$ cat config.mk
export PLATFORM = sky130hd
export DESIGN_NAME = mem_bus_responder
export DESIGN_NICKNAME = d
export VERILOG_FILES = /design/src/rtl/mem_bus_pkg.sv /design/src/rtl/sync_ram.sv /design/src/rtl/mem_bus_responder.sv
export SDC_FILE = /design/constraint.sdc
export NUM_CORES = 2
export LEC_CHECK = 0
export BUFFER_PORTS_ARGS = -buffer_cell sky130_fd_sc_hd__buf_2
export CAP_MARGIN = 10
export CELL_PAD_IN_SITES_DETAIL_PLACEMENT = 2
export CELL_PAD_IN_SITES_GLOBAL_PLACEMENT = 2
export CORE_MARGIN = 3
export CORE_UTILIZATION = 29
export CTS_CLUSTER_DIAMETER = 60
export DETAILED_ROUTE_END_ITERATION = 12
export PLACE_DENSITY = 0.63
export SYNTH_ARGS = -nofsm -noshare
export SYNTH_HDL_FRONTEND = slang
export SYNTH_SLANG_ARGS = --single-unit
export TNS_END_PERCENT = 1
$ cat constraint.sdc
create_clock -name clk -period 7.1 [get_ports clk]
set_input_delay 0.71 -clock clk [delete_from_list [all_inputs] [get_ports clk]]
set_output_delay 0.71 -clock clk [all_outputs]
set_load 0.02 [all_outputs]
$ cat src/rtl/mem_bus_pkg.sv
// Shared types and sizing helpers for the memory-bus responder.
package mem_bus_pkg;

    typedef enum logic [1:0] {
        IDLE = 2'd0,
        WAIT = 2'd1,
        ACK  = 2'd2
    } state_t;

    localparam int DEF_ADDR_WIDTH = 8;
    localparam int DEF_DATA_WIDTH = 8;

    // Width of a down-counter able to hold wait_cycles, never narrower than one bit.
    function automatic int cnt_width(input int wait_cycles);
        int w;
        w = $clog2(wait_cycles + 1);
        return (w < 1) ? 1 : w;
    endfunction

endpackage

$ cat src/rtl/sync_ram.sv
// Single-port synchronous RAM: write-enable, registered read with read-enable.
module sync_ram #(
    parameter int ADDR_WIDTH = 8,
    parameter int DATA_WIDTH = 8
) (
    input  logic                  clk,
    input  logic                  i_we,
    input  logic                  i_re,
    input  logic [ADDR_WIDTH-1:0] i_addr,
    input  logic [DATA_WIDTH-1:0] i_wdata,
    output logic [DATA_WIDTH-1:0] o_rdata
);

    logic [DATA_WIDTH-1:0] r_mem [0:(1 << ADDR_WIDTH) - 1];
    logic [DATA_WIDTH-1:0] r_rdata;

    // NOTE: the array and its read register carry no reset so the storage maps onto RAM macros.
    always_ff @(posedge clk) begin
        if (i_we) begin
            r_mem[i_addr] <= i_wdata;
        end
        if (i_re) begin
            r_rdata <= r_mem[i_addr];
        end
    end

    assign o_rdata = r_rdata;

endmodule

$ cat src/rtl/mem_bus_responder.sv
// Responder end of the CPU memory bus: captures a request, counts wait states,
// commits the RAM access and returns a registered one-cycle ready pulse.
module mem_bus_responder
    import mem_bus_pkg::*;
#(
    parameter int ADDR_WIDTH  = DEF_ADDR_WIDTH,
    parameter int DATA_WIDTH  = DEF_DATA_WIDTH,
    parameter int WAIT_CYCLES = 2
) (
    input  logic                  clk,
    input  logic                  reset,
    input  logic [ADDR_WIDTH-1:0] memory_address,
    input  logic [DATA_WIDTH-1:0] memory_in,
    input  logic                  memory_read_signal,
    input  logic                  memory_write_signal,
    output logic [DATA_WIDTH-1:0] memory_out,
    output logic                  memory_ready,
    output logic                  busy,
    output logic                  protocol_error
);

    localparam int               CNT_W     = cnt_width(WAIT_CYCLES);
    localparam logic [CNT_W-1:0] CNT_LOAD  = CNT_W'(WAIT_CYCLES);
    localparam logic [CNT_W-1:0] CNT_LAST  = CNT_W'(1);
    localparam bit               ZERO_WAIT = (WAIT_CYCLES == 0);

    state_t                r_state;
    logic [CNT_W-1:0]      r_cnt;
    logic [ADDR_WIDTH-1:0] r_addr;
    logic [DATA_WIDTH-1:0] r_wdata;
    logic                  r_write;
    logic                  r_ready;
    logic                  r_busy;
    logic                  r_perr;
    logic                  r_rd_valid;

    logic                  w_req;
    logic                  w_capture;
    logic                  w_commit;
    logic                  w_is_write;
    logic                  w_ram_we;
    logic                  w_ram_re;
    logic [ADDR_WIDTH-1:0] w_ram_addr;
    logic [DATA_WIDTH-1:0] w_ram_wdata;
    logic [DATA_WIDTH-1:0] w_ram_rdata;

    assign w_req     = memory_read_signal | memory_write_signal;
    assign w_capture = (r_state == IDLE) && w_req;

    // With no wait states the access commits on the capture edge straight from the bus;
    // otherwise it commits from the latched fields on the last WAIT edge. Reset abandons it.
    assign w_commit    = !reset &&
                         ((ZERO_WAIT && w_capture) ||
                          ((r_state == WAIT) && w_req && (r_cnt == CNT_LAST)));
    assign w_is_write  = (r_state == IDLE) ? memory_write_signal : r_write;
    assign w_ram_addr  = (r_state == IDLE) ? memory_address : r_addr;
    assign w_ram_wdata = (r_state == IDLE) ? memory_in : r_wdata;
    assign w_ram_we    = w_commit && w_is_write;
    assign w_ram_re    = w_commit && !w_is_write;

    sync_ram #(
        .ADDR_WIDTH (ADDR_WIDTH),
        .DATA_WIDTH (DATA_WIDTH)
    ) u_ram (
        .clk     (clk),
        .i_we    (w_ram_we),
        .i_re    (w_ram_re),
        .i_addr  (w_ram_addr),
        .i_wdata (w_ram_wdata),
        .o_rdata (w_ram_rdata)
    );

    // NOTE: all state here is updated with non-blocking assignments so every flop samples pre-edge values.
    always_ff @(posedge clk) begin
        if (reset) begin
            r_state    <= IDLE;
            r_cnt      <= '0;
            r_ready    <= 1'b0;
            r_busy     <= 1'b0;
            r_perr     <= 1'b0;
            r_rd_valid <= 1'b0;
        end else begin
            r_ready <= 1'b0;
            case (r_state)
                IDLE: begin
                    if (w_req) begin
                        r_addr  <= memory_address;
                        r_wdata <= memory_in;
                        r_write <= memory_write_signal;
                        r_cnt   <= CNT_LOAD;
                        r_busy  <= 1'b1;
                        if (memory_read_signal && memory_write_signal) begin
                            r_perr <= 1'b1;
                        end
                        if (ZERO_WAIT) begin
                            r_state <= ACK;
                            r_ready <= 1'b1;
                        end else begin
                            r_state <= WAIT;
                        end
                    end
                end
                WAIT: begin
                    if (!w_req) begin
                        r_state <= IDLE;
                        r_busy  <= 1'b0;
                    end else begin
                        r_cnt <= r_cnt - CNT_LAST;
                        if (r_cnt == CNT_LAST) begin
                            r_state <= ACK;
                            r_ready <= 1'b1;
                        end
                    end
                end
                ACK: begin
                    r_state <= IDLE;
                    r_busy  <= 1'b0;
                end
                default: begin
                    r_state <= IDLE;
                    r_busy  <= 1'b0;
                end
            endcase
            if (w_ram_re) begin
                r_rd_valid <= 1'b1;
            end
        end
    end

    // The RAM read register has no reset, so output zero until a read has landed since reset.
    assign memory_out     = r_rd_valid ? w_ram_rdata : '0;
    assign memory_ready   = r_ready;
    assign busy           = r_busy;
    assign protocol_error = r_perr;

endmodule
# --- Word level (Yosys, flattened, before mapping) ---
# Memories as Yosys holds them, arrays and structs flattened. A register that Yosys moved wholly into a read port is not among the register bits.
# Index checks and enable logic that the tools add are counted.
# Widths: inputs -> output; s select.
totals:
  reg_bits: 25
  ram_bits: 2048
  word_cells: 54
  memories: 1
mem_list:
  columns: ["memory", "words", "word_bits", "read_ports", "rd_ports_with_merged_regs", "write_ports", "line_no", "rtl"]
  rows:
  - ["u_ram.r_mem", 256, 8, 1, 1, 1, "sync_ram.sv:14", "logic [DATA_WIDTH-1:0] r_mem [0:(1 << ADDR_WIDTH) - 1];"]
classes:
  addsub: 1
  eq_ne: 6
  n_mux: 17
  bitwise_logic: 4
  reduce_logical: 16
op_table:
  columns: ["op", "count"]
  rows:
  - ["$mux 8", 3]
  - ["$mux 2", 5]
  - ["$reduce_and 3->1", 3]
  - ["$pmux 2 s2", 2]
  - ["$logic_and 1x1->1", 6]
  - ["$mux 1", 6]
  - ["$ne 2x2->1 const B", 3]
  - ["$eq 2x1->1 const B", 2]
  - ["$reduce_and 2->1", 2]
  - ["$ne 3x2->1 const B", 1]
  - ["$not 1->1", 3]
  - ["$reduce_or 3->1", 1]
  - ["$logic_not 1->1", 2]
  - ["$logic_not 2->1", 1]
  - ["$pmux 1 s2", 1]
  - ["$reduce_bool 2->1", 1]
  - ["$sub 2x1->2 const B", 1]
  - ["$or 1x1->1", 1]

# --- Depth between registers and ports, before layout ---
depth:
  ltp_word: 7
  ltp_mapped: 11
  mapped_depth_nobuf: 8

# --- Modules after synthesis ---
# Synthesis repeated with hierarchy kept, for this count alone.
unflattened:
  cells_unflattened: 3623
  area_unflattened_um2: 79651.4
modules_own_cells:
  columns: ["mod", "n_inst", "cells_per_inst", "area_per_inst_um2", "seq_area_each_um2"]
  rows:
  - ["sync_ram", 1, 3547, 78572.9, 61739.2]
  - ["mem_bus_responder", 1, 76, 1078.5, 670.6]

# --- Worst setup path after synthesis ---
# Ideal clock, no wire load.
synth_path:
  path_type: "reg-to-reg"
  from: "register r_state[0]"
  to: "memory u_ram.r_mem[0][0], data pin"
  setup_time_ps: 823
  arrival_time_ps: 4326
  required_ps: 6277
  slack_ps: 1952
  stages_incl_launch_ff: 7
  path_buffers: 3
  period_less_slack_ps: 5148
  cell_sequence: "dfxtp_1 -> buf_2 -> nor2_4 -> clkbuf_1 -> buf_1 -> nand2_1 -> nand2_1"
synth_between:
  elab_chain_cells: 2
synth_rtl:
  columns: ["element", "line_no", "rtl"]
  rows:
  - ["start: declaration", "mem_bus_responder.sv:27", "state_t r_state;"]
  - ["start signal: assignment", "mem_bus_responder.sv:76", "r_state <= IDLE;"]
  - ["start signal: assignment", "mem_bus_responder.sv:96", "r_state <= ACK;"]
  - ["start signal: assignment", "mem_bus_responder.sv:99", "r_state <= WAIT;"]
  - ["$logic_not 2->1", "mem_bus_responder.sv:57", "assign w_ram_wdata = (r_state == IDLE) ? memory_in : r_wdata;"]
  - ["$mux 8", "mem_bus_responder.sv:57", null]
  - ["via u_ram.i_wdata[0]", "sync_ram.sv:10", "input logic [DATA_WIDTH-1:0] i_wdata,"]
  - ["end: declaration", "sync_ram.sv:14", null]
# The timed path passes the listed nets, and every way through them passes these cells.

# --- Worst setup path in the final report ---
layout_path:
  from: "register r_state[0]"
  to: "register u_ram.r_rdata[6] (netlist: u_ram.o_rdata[6]) (read register of u_ram.r_mem), data pin"
layout_between:
  elab_chain_cells: 5
layout_rtl:
  columns: ["element", "line_no", "rtl"]
  rows:
  - ["$eq 2x1->1", "mem_bus_responder.sv:54", "((r_state == WAIT) && w_req && (r_cnt == CNT_LAST)));"]
  - ["$logic_and 1x1->1 (2 in a row)", "mem_bus_responder.sv:54", null]
  - ["$logic_and 1x1->1", "mem_bus_responder.sv:52", "assign w_commit = !reset &&"]
  - ["$logic_and 1x1->1", "mem_bus_responder.sv:59", "assign w_ram_re = w_commit && !w_is_write;"]
  - ["end: declaration", "sync_ram.sv:15", "logic [DATA_WIDTH-1:0] r_rdata;"]
# Several ways; a longest one is shown, not always the timed one.
# A chain may end at the register's enable or synchronous reset.

==> impl_results.md <==
* DRC viols at 0
* Die height at 520.3 microns
* IR drop worst, VDD at 0.2513 mV
* Total leakage power at 26.42 nW
* Outcome: complete, no violations
* CP Launch Type: flop
* Setup Viol. Count Final at 0
* Post-synth net total at 4212
* Post-CTS Setup Inserts at 0
* Synth area leader: edfxtp_1
* Avg Inst Size Synth at 18.30 sq um
* Overall Power at 26.54 mW
* Routed wire per std cell at 31.57 microns
* Via-per-instance ratio at 5.498
* Port Buf Inserts at 30
* Top_reg_cell synth: edfxtp_1
* GPL Wtd Cong at 0.7901
* Synth top area cells: edfxtp_1, a221oi_1, a22o_1
* Total GRT Usage at 17.99%
* Max clock buf depth at 3
* I/O pin count at 31
* Max stage delay on crit path at 0.95 ns
* Worst Path Buf+Inv at 1
* GRT overflow at 0
* Area grow syn2layout at 14.45%
* Worst r2r src: r_state[0]$_SDFFE_PP0P_
* Period minus WS final at 5.447 ns
* Worst-path cell chain: or2_1 -> o21ai_1 -> nand2_1 -> buf_4 -> o22ai_1 -> nor4_1 -> a21boi_1 -> a2111o_1
* Slew headroom at 8.705%
* Worst-path clk slew at 0.06 ns
* CP max-delay cell: nor4_1
* Inst Count DP at 7515
* Commonest non-fill, non-tap cell in the layout: edfxtp_1
* Row count at 188
* Initial DRC Count at 4867
* R2R depth at 8
* WP data arrival at 6.03 ns
* Worst hold path endpoint: r_wdata[3]$_DFFE_PP_
* Critical Path RT at 7.68 ns
* Post-detail-place hpwl at 145.4 mm
* Clock Latency Late Sink at 0.87 ns
* Register area share after synthesis at 81.37%
* Setup TNS Final at 0 ns
* Core Area at 262700 sq um
* RSZ-0062 raised after global routing: no
* Share of cells above drive strength 1 at 10.08%
* Crit. End Element: flop
* Cells after Synth at 4191
* Synthesized area at 76700 sq um
* Vias in the first global route at 46191
* Initial antenna violation count at 17
* Post-route insts no fill at 7914
* Ys async rst share at 0%
* Final Cycle Share at 76.72%
* Setup Skew at 0.03686 ns
* H-tree levels at 4
* Fin nets at 4240
* Largest net degree at the start of global routing at 209
* Hold Startpoint: memory_in[3]
* Layout fillers at 25999
* Final-report max-slew violation count at 0
* EDFF count, synth at 2073
* First-pass GRT wire length at 358.0 mm
* Post-synth top area share at 81.16%
* Warnings, synthesis at 0
* Fin. Hold Viols at 0
* Die Width at 520.3 microns
* Slew @ Worst Pin at 1.369 ns
* WL final at 249.9 mm
* Worst reg2reg endpoint: u_ram.o_rdata[6]$_DFFE_PP_
* Fmax at 183.6 MHz
* Unique masters post-synth at 43
* Num Clock Sinks at 2081
* CP Class: reg -> reg
* Pwr Density at 302.4 nW/um^2
* Max-cap viol count at 0
* Initial Util at 29.19%
* Number of synthesized register bits at 2081
* Hold crit path type: in -> reg
* CTS tree: yes
* CTS Root Cell: clkbuf_16
* CTS buffer count at 215
* TritonRoute pass-1 iters at 6
* Post-DRT Antenna Nets at 0
* Most frequent cells in the layout: edfxtp_1, a22o_1, a221oi_1, nor2_1, o22ai_1
* R2R Setup Slk at 1.65 ns
* DR vias at 43509
* Die Footprint at 270700 sq um
* Hold path cells at 1
* Top cell family by delay on the critical path: simple AND/OR/NAND/NOR gates
* Worst-path fanout max at 23
-- repair_timing --
action	CTS	global route
hold endpoints to repair	2	0
gates resized for setup	0	0
hold buffers	2	0
-- per-stage QoR --
stage          instance area, sq um  hold WS (ns)  util (%)  setup slack [ns]
6_report                      87780       0.07104     33.41             1.653
5_1_grt                       87770       0.02685     33.41             1.372
4_1_cts                       87770      0.001654     33.40             1.570
3_5_place_dp                  81030        0.4774     30.84             1.638
3_3_place_gp                  81030        0.4611     30.84             1.833
2_1_floorplan                 76700        0.4437         -             1.952
-- worst register-to-register path, delay by kind of cell, from the launching register on --
kind,cells,cell delay (ns)
buffers and inverters,1,0.36
AOI/OAI and AO/OA,4,1.55
DFF,1,0.61
and+or+nand+nor,3,2.67
-- layout make-up --
type,instances,area (sq um),share of cell area [%]
Multi-Input combinational cell,1791,13120,14.94
Sequential cell,2081,62410,71.10
Inverter,5,18.77,0.02138
Clock inverter,122,1070,1.219
Timing Repair Buffer,125,1106,1.260
Clock buffer,270,5650,6.437
Antenna cell,5,12.51,0.01425
Tap cell,3515,4398,5.010
-- synth_stat cells, types with 2 or more instances --
library cell and number:
a2111o_1 8, a211oi_1 2, a21boi_1 7, a21oi_1 18
a221oi_1 512, a22o_1 512, and2_1 8, and3_1 4
buf_1 51, buf_2 74, buf_4 3, buf_6 2
clkbuf_1 184, dfxtp_1 8, edfxtp_1 2073, inv_1 5
nand2_1 88, nand2b_1 3, nand3_1 6, nand3b_1 9
nor2_1 262, nor3_1 2, nor3b_1 2, nor4_1 64
o21ai_1 2, o21ai_2 3, o22ai_1 257, o31ai_1 2
o31ai_2 3, or3_1 3, or4b_1 2
-- routing by layer --
layer	vias up	GRT usage, %	routed length, microns	share of wire [%]
li1	18030	-	-	-
met1	23590	23.76	104100	42
met2	1516	30.26	124000	50
met3	371	2.770	13810	5.5
met4	2	5.934	7920	3.2
met5	-	0	13	0.0052
-- sequential cells by signal, indices dropped and copies added (netlist names) --
register        flops
u_ram.r_mem      2048
u_ram.o_rdata       8
r_wdata             8
r_write             1
r_addr              8
r_cnt               2
r_state             2
r_rd_valid          1
busy                1
protocol_error      1
memory_ready        1
-- worst max path at each step --
stage | startpoint | end | cells after the start
after detailed placement | r_state[0]$_SDFFE_PP0P_ | u_ram.o_rdata[6]$_DFFE_PP_ | 8
after floorplan | r_state[0]$_SDFFE_PP0P_ | u_ram.r_mem[0][0]$_DFFE_PP_ | 6
after global routing | r_state[0]$_SDFFE_PP0P_ | u_ram.o_rdata[6]$_DFFE_PP_ | 8
final | r_state[0]$_SDFFE_PP0P_ | u_ram.o_rdata[6]$_DFFE_PP_ | 8
after global placement | r_state[0]$_SDFFE_PP0P_ | u_ram.o_rdata[6]$_DFFE_PP_ | 8
after CTS | r_state[0]$_SDFFE_PP0P_ | u_ram.o_rdata[6]$_DFFE_PP_ | 8
-- kinds of logic (layout without fill, tap and decap cells) --
| kind of cell | count (synthesis) | after routing | share of synthesized area, % |
|---|---|---|---|
| AO/OA/AOI/OAI | 1332 | 1332 | 14.28 |
| adder cells (fa/ha/maj) | 1 | 1 | 0.01631 |
| buffers and inverters | 319 | 522 | 1.716 |
| flip-flops | 2081 | 2081 | 81.37 |
| other | 0 | 5 | 0 |
| AND/OR/NAND/NOR | 458 | 458 | 2.617 |
-- power by group --
group / switching [mW] / leakage [nW] / internal (mW) / total (mW)
clock network: 4.86 / 3.28 / 6.14 / 11.0
registers: 0.00764 / 18.8 / 13.7 / 13.7
logic: 1.36 / 4.38 / 0.465 / 1.82
No activity file was read; power rests on OpenSTA's default activity.
